**config.mk**
```make
export PLATFORM = sky130hd
export DESIGN_NAME = hex_display_scanner
export DESIGN_NICKNAME = d
export VERILOG_FILES = /design/src/rtl/hex_display_scanner_pkg.sv /design/src/rtl/hex_display_scanner_tick_divider.sv /design/src/rtl/hex_display_scanner.sv
export SDC_FILE = /design/constraint.sdc
export NUM_CORES = 1
export LEC_CHECK = 0
export BUFFER_PORTS_ARGS = -buffer_cell sky130_fd_sc_hd__clkbuf_2
export CAP_MARGIN = 0
export CORE_MARGIN = 1.5
export CORE_UTILIZATION = 50
export DETAILED_ROUTE_END_ITERATION = 7
export PLACE_DENSITY = 0.67
export SYNTH_ARGS = -nofsm -noshare
export SYNTH_HDL_FRONTEND = slang
export SYNTH_SLANG_ARGS = --single-unit
```
**constraint.sdc**
```tcl
create_clock -name clk -period 5.2 [get_ports clk]
set_input_delay 0 -clock clk [delete_from_list [all_inputs] [get_ports clk]]
set_output_delay 0 -clock clk [all_outputs]
set_load 0.02 [all_outputs]
```
**src/rtl/hex_display_scanner_pkg.sv**
```systemverilog
// Shared defaults and helpers for the multiplexed 7-segment scan controller.
package hex_display_scanner_pkg;

  localparam int NUM_DIGITS_DEF   = 4;
  localparam int CLK_DIV_DEF      = 50000;
  localparam int BLINK_FRAMES_DEF = 64;
  localparam int NIBBLE_W         = 4;

  typedef logic [NIBBLE_W-1:0] nibble_t;

  // Counter width that stays at least one bit for degenerate counts.
  function automatic int idx_width(input int n);
    return (n > 1) ? $clog2(n) : 1;
  endfunction

endpackage

```
**src/rtl/hex_display_scanner_tick_divider.sv**
```systemverilog
// Free-running divider: one-cycle tick every CLK_DIV clocks.
module tick_divider #(
  parameter int  CLK_DIV = 50000,
  localparam int CW      = $clog2(CLK_DIV)
) (
  input  logic clk,
  input  logic reset,
  output logic tick
);

  logic [CW-1:0] div_cnt;

  assign tick = (div_cnt == CW'(CLK_DIV - 1));

  always_ff @(posedge clk) begin
    if (reset) begin
      div_cnt <= '0;
    end else if (tick) begin
      div_cnt <= '0;
    end else begin
      div_cnt <= div_cnt + CW'(1);
    end
  end

endmodule

```
**src/rtl/hex_display_scanner.sv**
```systemverilog
// Scan controller: frame-synchronous commit of the CPU value, digit select,
// leading-zero blanking and whole-display blinking for a multiplexed 7-seg.
module hex_display_scanner
  import hex_display_scanner_pkg::*;
#(
  parameter int  NUM_DIGITS   = NUM_DIGITS_DEF,
  parameter int  CLK_DIV      = CLK_DIV_DEF,
  parameter int  BLINK_FRAMES = BLINK_FRAMES_DEF,
  localparam int IDX_W        = idx_width(NUM_DIGITS),
  localparam int FRM_W        = idx_width(BLINK_FRAMES)
) (
  input  logic                    clk,
  input  logic                    reset,
  input  logic                    wr_en,
  input  logic [4*NUM_DIGITS-1:0] wr_data,
  input  logic                    blank_lz,
  input  logic                    blink_en,
  output nibble_t                 nibble,
  output logic [NUM_DIGITS-1:0]   digit_an_n,
  output logic [IDX_W-1:0]        digit_idx,
  output logic                    upd_pending
);

  logic                    tick;
  logic [4*NUM_DIGITS-1:0] disp_reg;
  logic [4*NUM_DIGITS-1:0] pend_reg;
  logic [4*NUM_DIGITS-1:0] src;
  logic [IDX_W-1:0]        idx_nxt;
  logic                    frame_start;
  logic                    commit;
  logic                    frame_wrap;
  logic                    phase_nxt;
  logic                    zero_run;
  logic [NUM_DIGITS-1:0]   blank_mask;
  logic [NUM_DIGITS-1:0]   an_nxt;
  logic [FRM_W-1:0]        frame_cnt;
  logic                    blink_phase;

  tick_divider #(.CLK_DIV(CLK_DIV)) u_tick_divider (
    .clk  (clk),
    .reset(reset),
    .tick (tick)
  );

  always_comb begin
    idx_nxt     = (digit_idx == IDX_W'(NUM_DIGITS - 1)) ? '0 : digit_idx + IDX_W'(1);
    frame_start = tick & (idx_nxt == '0);
    commit      = frame_start & upd_pending;
    src         = commit ? pend_reg : disp_reg;
    frame_wrap  = (frame_cnt == FRM_W'(BLINK_FRAMES - 1));
    // Use the post-toggle phase so a whole frame blinks together, digit 0 included.
    phase_nxt   = (frame_start & frame_wrap) ? ~blink_phase : blink_phase;
  end

  // A digit is blank when it and every digit above it are zero; digit 0 always shows.
  always_comb begin
    zero_run   = 1'b1;
    blank_mask = '0;
    for (int i = NUM_DIGITS - 1; i >= 0; i--) begin
      zero_run = zero_run & (src[4*i +: 4] == 4'h0);
      if (i != 0) blank_mask[i] = blank_lz & zero_run;
    end
  end

  always_comb begin
    an_nxt = '1;
    if (!blank_mask[idx_nxt] && !(blink_en && phase_nxt)) an_nxt[idx_nxt] = 1'b0;
  end

  always_ff @(posedge clk) begin
    if (reset) begin
      nibble      <= '0;
      digit_an_n  <= '1;
      digit_idx   <= IDX_W'(NUM_DIGITS - 1);
      upd_pending <= 1'b0;
      disp_reg    <= '0;
      pend_reg    <= '0;
      frame_cnt   <= '0;
      blink_phase <= 1'b0;
    end else begin
      if (wr_en) pend_reg <= wr_data;
      // A write on the commit tick re-arms pending for the next frame.
      if (wr_en) begin
        upd_pending <= 1'b1;
      end else if (commit) begin
        upd_pending <= 1'b0;
      end
      if (tick) begin
        if (commit) disp_reg <= pend_reg;
        digit_idx  <= idx_nxt;
        nibble     <= src[{idx_nxt, 2'b00} +: 4];
        digit_an_n <= an_nxt;
        if (frame_start) begin
          frame_cnt   <= frame_wrap ? '0 : frame_cnt + FRM_W'(1);
          blink_phase <= phase_nxt;
        end
      end
    end
  end

endmodule

```
==> impl_metrics.yaml <==
status:
  status: "finished, final reports clean"
clock_network:
  clockRootBuffer: "clkbuf_8"
  clk_pin_slew_worst_paths_ns: 0.07
  numClockSinks: 66
  insertion_delay_ns: 0.34
  post_cts_buffers: 0
  cts_tree: "built"
  cts_buffers: 9
  cts_buffer_depth: 2
  htreeDepth: 3
power:
  p_sw_w: 0.000209
  pwr-share-clk_pct: 44.8
  p_int_w: 0.000824
  swShare_pct: 20.3
  seq_power_share_pct: 50.6
  power.leakage_nw: 1.37
  ir_drop_uv: 180
  pwr_density_cell_nw_per_um2: 307
  combinationalPowerShare_pct: 4.6
global_routing:
  grt_max_degree: 44
  grt_pass1_wl_mm: 10.1
  antenna_found_initial: 0
  grt_use_total_pct: 21.2
  grt_overflow: 0
  grt_pass1_vias: 2193
floorplanning:
  coreArea_um2: 5470
  ios: 32
  fp.dieArea_um2: 6130
  start_util_pct: 51.8
  num_rows: 27
  dieHeight_um: 78.3
  die_w_um: 78.3
cells_and_area:
  nFillCells: 513
  n_antenna_cell: 0
  drive_gt1_share_pct: 14.4
  synthToLayoutAreaGrowth_pct: 18.9
  fin_nets: 383
  seqCellArea_um2: 1320
  finalNonFillerCells: 433
  multi_input_area_um2: 1420
route:
  drt_iter0_markers: 110
  wl_per_cell_um: 13.1
  first_pass_iters: 4
  routed_wl_mm: 5.67
  ant_nets: 0
  via_per_inst: 5.24
  vias: 2270
  drc: 0
place:
  routabilityCongestion: 0.796
  dp.cells: 401
  dp_hpwl_mm: 3.88
  portBuffers: 31
logic_synthesis:
  synth_fa_ha_area_share_pct: 2.65
  synthDistinctLibCells: 34
  synth_warnings: 0
  synth_fp_nets: 343
  synth-compound-area-share_pct: 9.75
  yosys.area_share.simple_pct: 23.2
  yosys_register_bits: 66
  syn_avg_cell_area_um2: 8.97
  netlist_area_um2: 2840
  synth_xor_area_share_pct: 6.18
  ys_seq_area_share_pct: 46.6
  muxShareOfSynthArea_pct: 8.21
  syn_inst: 316
  synth_top_family_by_area: "simple AND/OR/NAND/NOR gates"
worst_setup_path:
  reg2reg_to: "digit_an_n[3]"
  cp.required_ns: 5.41
  path_max_fanout: 17
  rrSetupSlack_ns: 2.47
  critPathKind: "register to register"
  regToRegStartpoint: "u_tick_divider.div_cnt[0]"
  reg2regPathDepth: 7
  worstSetupStartpoint: "u_tick_divider.div_cnt[0]"
  arrival_ns: 2.94
  worstSetupEndpointType: "register"
  worst_setup_path_start_kind: "register"
hold_path:
  hold_depth: 3
  holdPathEnd: "digit_an_n[0]"
  hp-start: "blink_en"
  hold_path_class: "primary input to register"
sta:
  drv_slew: 0
  min_period_over_period_pct: 52.5
  max_freq_mhz: 366
  period_needed_ns: 2.73
  setup_viol_count_final: 0
  hold_violations: 0
  clock_skew_ns: 0.00703
  max_slew_margin_pct: 37.5
  rsz0062_at_grt: "false"
  worst_pin_slew_ns: 0.937
  fin_setup_tns_ns: 0
run:
  cap_violations: 0
## how the worst max path moves through the flow
stage | slack (ns) | depth (start not counted) | endpoint
floorplan | 3.09 | 10 | digit_an_n[1]
global placement | 2.59 | 7 | digit_an_n[1]
detailed placement | 2.48 | 7 | digit_an_n[3]
CTS | 2.46 | 7 | digit_an_n[3]
global route | 2.24 | 7 | digit_an_n[2]
finish | 2.47 | 7 | digit_an_n[3]
## worst max-delay path, cell delays in order, from the launching register on
cell	delay, ns
dfxtp_1	0.35
ha_1	0.18
and3_1	0.28
and4_1	0.41
and3_1	0.61
mux2i_1	0.22
a221oi_2	0.42
a31oi_1	0.13
## power by group through the flow
| stage | sequential, W | clock (W) | combinational (W) |
|---|---|---|---|
| floorplan | 0.000533 | 0 | 0.0000259 |
| global placement | 0.000534 | 0 | 0.0000388 |
| detailed placement | 0.000534 | 0 | 0.0000388 |
| CTS | 0.000523 | 0.000473 | 0.0000482 |
| global route | 0.000524 | 0.000494 | 0.0000534 |
| finish | 0.000523 | 0.000463 | 0.0000480 |
## through the flow
stage	total power, W	cell area (um^2)	hold WS (ns)	util [%]	setup WS (ns)
floorplan	0.000558	2840	0.147	-	3.09
global placement	0.000573	3000	0.234	54.8	2.59
detailed placement	0.000573	3000	0.241	54.8	2.48
CTS	0.00104	3370	0.0246	61.6	2.46
global route	0.00107	3370	0.0571	61.6	2.24
finish	0.00103	3370	0.0392	61.6	2.47
## layout make-up
cell class	instances	share of cell area [%]
Inverter	4	0.445
Clock buffer	14	4.53
Tap cell	72	2.67
Sequential cell	66	39.2
Timing Repair Buffer	47	9.35
Clock inverter	2	1.78
Multi-Input combinational cell	228	42.0
## cell usage after synthesis (all sizes together)
library cell / number / area [um^2]
o21ai: 6 / 30.0
xnor2: 10 / 87.6
nand4: 5 / 31.3
and4b: 1 / 10.0
mux4: 1 / 22.5
ha: 6 / 75.1
nand2: 43 / 161
nor3b: 1 / 7.51
and4bb: 2 / 25.0
nor4b: 1 / 23.8
and4: 4 / 35.0
inv: 4 / 15.0
buf: 4 / 28.8
mux2i: 21 / 210
xor2: 10 / 87.6
dfxtp: 66 / 1320
a31oi: 5 / 31.3
nor4: 6 / 37.5
nor3: 4 / 20.0
o211ai: 4 / 30.0
o41a: 1 / 11.3
a221oi: 1 / 15.0
and2: 2 / 12.5
nand3: 10 / 50.1
or2: 1 / 6.26
and3: 11 / 68.8
clkbuf: 14 / 52.6
a21oi: 21 / 105
o211a: 1 / 10.0
a211o: 2 / 17.5
nor2: 45 / 169
a31o: 3 / 26.3
## cells by family after synthesis
family	count (synthesis)
xor+xnor	20
compound gates	44
mux	22
simple gates	136
fa+ha+maj	6
flops	66
buf+inv	22
## repair_timing
item | 4_1_cts | 5_1_grt
gates resized for setup | 0 | 0
hold buffers | 16 | 0
hold endpoints to repair | 16 | 0
## routing by layer
layer | vias up | track usage [%] | share of wire, %
met2 | 38 | 33.2 | 45
met1 | 1041 | 26.6 | 49
met5 | - | 0 | 0
met4 | 0 | 7.50 | 1.8
li1 | 1182 | - | -
met3 | 9 | 8.26 | 4.7
## placed cells by master, fill, tap and decap left out, drive strengths merged, types with 10 or more instances in the layout
master and instances:
a21oi 21, and3 11, clkbuf 45, dfxtp 66
dlygate4sd3 16, mux2i 21, nand2 43, nand3 10
nor2 45, xnor2 10, xor2 10
Power figures use the tool's default switching activity.
